### src/rtl/audio_sample_sched.sv
// Codec sample sequencer: ADC passthrough or tone ROM playback, one stereo sample at a time.
// Build option AUDIO_AVG_EN averages each DAC sample with the previous one.
module audio_sample_sched #(
  parameter int DATA_W   = 24,
  parameter int ADDR_W   = 16,
  parameter int TONE_LEN = 48000
) (
  input  logic              CLOCK_50,
  input  logic              reset,
  input  logic              src_sel,
  input  logic              read_ready,
  input  logic              write_ready,
  input  logic [DATA_W-1:0] readdata_left,
  input  logic [DATA_W-1:0] readdata_right,
  input  logic [DATA_W-1:0] rom_q,
  output logic              read,
  output logic              write,
  output logic [DATA_W-1:0] writedata_left,
  output logic [DATA_W-1:0] writedata_right,
  output logic [ADDR_W-1:0] rom_addr,
  output logic              tone_wrap
);

  typedef enum logic [1:0] {
    FETCH,
    ROMWAIT,
    PUSH
  } state_t;

  localparam logic [ADDR_W-1:0] LAST = ADDR_W'(TONE_LEN - 1);

  state_t            state;
  logic              sync1;
  logic              sel_s;
  logic              cur_sel;
  logic [DATA_W-1:0] hold_l;
  logic [DATA_W-1:0] hold_r;

  always_ff @(posedge CLOCK_50) begin
    if (reset) begin
      sync1 <= 1'b0;
      sel_s <= 1'b0;
    end else begin
      sync1 <= src_sel;
      sel_s <= sync1;
    end
  end

`ifdef AUDIO_AVG_EN
  logic [DATA_W-1:0]      prev_l;
  logic [DATA_W-1:0]      prev_r;
  logic signed [DATA_W:0] sum_l;
  logic signed [DATA_W:0] sum_r;

  assign sum_l = $signed({hold_l[DATA_W-1], hold_l})
               + $signed({prev_l[DATA_W-1], prev_l});
  assign sum_r = $signed({hold_r[DATA_W-1], hold_r})
               + $signed({prev_r[DATA_W-1], prev_r});
  assign writedata_left  = DATA_W'(sum_l >>> 1);
  assign writedata_right = DATA_W'(sum_r >>> 1);
`else
  assign writedata_left  = hold_l;
  assign writedata_right = hold_r;
`endif

  // Strobes are gated by reset so nothing reaches the codec while held.
  assign read  = !reset && state == FETCH
              && !cur_sel && read_ready;
  assign write = !reset && state == PUSH
              && write_ready;

  always_ff @(posedge CLOCK_50) begin
    if (reset) begin
      state     <= FETCH;
      cur_sel   <= 1'b0;
      hold_l    <= '0;
      hold_r    <= '0;
      rom_addr  <= '0;
      tone_wrap <= 1'b0;
`ifdef AUDIO_AVG_EN
      prev_l    <= '0;
      prev_r    <= '0;
`endif
    end else begin
      tone_wrap <= 1'b0;
      unique case (state)
        FETCH: begin
          if (cur_sel) begin
            state <= ROMWAIT;
          end else if (read_ready) begin
            hold_l <= readdata_left;
            hold_r <= readdata_right;
            state  <= PUSH;
          end
        end
        ROMWAIT: begin
          hold_l <= rom_q;
          hold_r <= rom_q;
          state  <= PUSH;
        end
        PUSH: begin
          if (write_ready) begin
            state   <= FETCH;
            cur_sel <= sel_s;
`ifdef AUDIO_AVG_EN
            // A source change restarts the average from silence.
            prev_l  <= (sel_s != cur_sel) ? '0 : hold_l;
            prev_r  <= (sel_s != cur_sel) ? '0 : hold_r;
`endif
            if (cur_sel) begin
              if (rom_addr == LAST) begin
                rom_addr  <= '0;
                tone_wrap <= 1'b1;
              end else begin
                rom_addr <= rom_addr + 1'b1;
              end
            end
          end
        end
        default: state <= FETCH;
      endcase
    end
  end

endmodule

### config.mk
export PLATFORM = sky130hd
export DESIGN_NAME = audio_sample_sched
export DESIGN_NICKNAME = d
export VERILOG_FILES = /design/src/rtl/audio_sample_sched.sv
export SDC_FILE = /design/constraint.sdc
export NUM_CORES = 1
export LEC_CHECK = 0
export CORE_MARGIN = 4
export CORE_UTILIZATION = 43
export DETAILED_ROUTE_END_ITERATION = 7
export GPL_TIMING_DRIVEN = 0
export PLACE_DENSITY = 0.86
export SYNTH_ARGS = -nofsm -noshare
export SYNTH_HDL_FRONTEND = slang
export SYNTH_SLANG_ARGS = --single-unit
### constraint.sdc
create_clock -name CLOCK_50 -period 5.07 [get_ports CLOCK_50]
set_clock_uncertainty 0.1 [all_clocks]
set_input_delay 0.507 -clock CLOCK_50 [delete_from_list [all_inputs] [get_ports CLOCK_50]]
set_output_delay 0.507 -clock CLOCK_50 [all_outputs]
set_load 0.02 [all_outputs]
==> results.json <==
{
  "ios": 144,
  "dp_hpwl_mm": 7.456,
  "dp_cells": 546,
  "min_period_over_period_pct": 54.86,
  "p_clk_share_pct": 31.4,
  "grt-ovfl-total": 0,
  "comb_power_share_pct": 20.5,
  "die_y_um": 89.90,
  "synth_top_area_share_pct": 48.59,
  "synth_area_leaders": "dfxtp_1 (49%), a222oi_1 (8.0%), nor2_1 (7.8%), nand2_1 (3.8%), a211oi_1 (3.6%)",
  "track_usage_pct": 24.15,
  "syn-mean-instance-area_um2": 8.820,
  "async_flop_share_pct": 0,
  "crit_fanout": 10,
  "hp-class": "reg2reg",
  "peakVddDrop_uv": 191.2,
  "rsz0062_at_grt": "no",
  "clk_pin_slew_ns": 0.07,
  "htreeDepth": 3,
  "ys_seq_elements": 70,
  "sequentialPowerShare_pct": 48.1,
  "drt_pass1_iterations": 8,
  "place_ws_ns": 2.297,
  "area_growth_pct": 58.39,
  "num_rows": 29,
  "num_antenna_cells": 0,
  "rrSetupSlack_ns": 2.86,
  "synthCells": 327,
  "ctsRootBufferMaster": "clkbuf_8",
  "grt_pass1_wl_mm": 15.93,
  "cts_tree": "yes",
  "synth_most_common_cell": "dfxtp_1",
  "cts_buffers": 9,
  "postCtsSetupBuffers": 0,
  "p_sw_mw": 0.3399,
  "drv_cap": 0,
  "swShare_pct": 27.41,
  "antenna_found_initial": 0,
  "violations": "design-rule violations",
  "port_buffers": 142,
  "status": "complete, but fails checks",
  "core_area_um2": 6422,
  "p_int_mw": 0.9001,
  "post_cts_resized": 0,
  "max_slew.worst_pin.slew_ns": 0.6828,
  "synth_ff_type": "dfxtp_1",
  "arrival_ns": 2.17,
  "post-route-min-period_ns": 2.782,
  "finalMaxSlewViolations": 0,
  "first_iter_violations": 218,
  "grt_pass1_vias": 3198,
  "drc": 3,
  "totalWireLength_mm": 10.05,
  "antenna_left": 0,
  "ys_seq_area_share_pct": 48.59,
  "numClockSinks": 70,
  "detailroute.via_count": 3188,
  "p_leak_nw": 1.650,
  "final_layout_size_suffix_gt1_share_pct": 5.773,
  "nets": 558,
  "place_congestion": 0.8565,
  "die_x_um": 89.90,
  "ctsLongestPathBuffers": 2,
  "netlist-cell-type-count": 37,
  "grt_max_degree": 12,
  "endpoint_kind": "output pin",
  "yosys-top-cells-count": "dfxtp_1 (70), nor2_1 (60), nand2_1 (29), a222oi_1 (23), clkbuf_1 (19)",
  "fmax_mhz": 359.5,
  "avgRoutedWirePerCell_um": 17.88,
  "ctsHoldBuffers": 0,
  "fin_util_pct": 71.13,
  "setup_ws_ns": 2.288,
  "maxSlewHeadroom_pct": 54.13,
  "powerDensity_nw_per_um2": 271.4,
  "path_class": "in2out",
  "final-setup-viol-count": 0,
  "syn-num-nets": 405,
  "viasPerCell": 5.673,
  "stdcell_count": 562,
  "synth_area_um2": 2884,
  "yosysWarnings": 0,
  "synth.largest_area_cell": "dfxtp_1",
  "synth_edf_count": 0,
  "clock_latency_ns": 0.34,
  "start_util_pct": 44.91,
  "dieArea_um2": 8081,
  "hold_violations": 0,
  "fillCellCount": 501,
  "cp.required_ns": 4.46,
  "fin_setup_tns_ns": 0,
  "crit_path_start_kind": "input port"
}
[registers in the layout (all words and copies together), names as in the netlist]
name,cells
sel_s,1
cur_sel,1
writedata_left,24
rom_addr,16
tone_wrap,1
writedata_right,24
sync1,1
state,2
[cells by family after synthesis]
family                   after synthesis  synth area share, %
buffers and inverters                 31                4.772
XOR/XNOR                              10                3.037
AND/OR/NAND/NOR                      152                25.29
flip-flops                            70                48.59
AO/OA/AOI/OAI                         63                17.87
adder cells (fa/ha/maj)                1               0.4338
[layout make-up]
type	count	area [µm²]	area share, %
Clock inverter	5	25.02	0.5478
Timing Repair Buffer	142	1421	31.11
Clock buffer	11	141.4	3.095
Buffer	28	126.4	2.766
Multi-Input combinational cell	226	1345	29.44
Inverter	3	11.26	0.2465
Sequential cell	70	1401	30.68
Tap cell	77	96.34	2.109
[routing by layer]
layer | part of all wire [%] | global-route usage (%) | vias up
met1 | 40 | 29.36 | 1504
met2 | 49 | 41.48 | 155
met5 | 0 | 0 | -
met4 | 2.2 | 9.056 | 0
met3 | 8.2 | 5.760 | 20
li1 | - | - | 1509
[metrics by stage]
stage,hold slack [ns],area [µm²],power (mW)
finish,0.3441,4568,1.240
global route,0.3687,4568,1.284
CTS,0.3438,4568,1.242
detailed placement,0.3283,4402,0.8610
global placement,0.3229,4402,0.8556
floorplan,0.3138,2884,0.7163
[cells in the final DEF (no fill, tap or decap), drive strengths merged]
cell type        n
nor4b            2
xor2             4
nor3            17
and2             7
nand3b           2
xnor2            6
buf              8
a222oi          23
a211oi          14
and3b            1
nor2b            3
and3             1
dfxtp           70
nand4            7
nor2            60
or4              1
inv              3
clkbuf          31
ha               1
clkdlybuf4s50  142
a311oi          11
and4             2
nand4b           1
or3              4
o21bai           1
a21oi            9
o21ai            4
clkinv           5
nand3            6
nand2b           2
nor4             7
a21o             1
nand2           29
[critical path: stages]
cell and delay (ns):
clkdlybuf4s50_1 0.53, nand3b_1 0.13, clkbuf_1 0.24, nor2_1 0.14
clkdlybuf4s50_1 0.63
[power groups by stage]
stage	clock network (mW)	logic, mW	registers (mW)
floorplan	0	0.0738	0.643
CTS	0.391	0.254	0.596
global placement	0	0.248	0.607
detailed placement	0	0.253	0.608
finish	0.389	0.254	0.596
global route	0.413	0.271	0.599
[path summary, 6_finish.rpt]
check	end	start	cells after the start
worst max-delay path	write	write_ready	5
worst min-delay path	sel_s	sync1	1
worst max register to register	rom_addr[10]	rom_addr[0]	6
worst min register to register	sel_s	sync1	1
No activity file was read; power rests on OpenSTA's default activity.
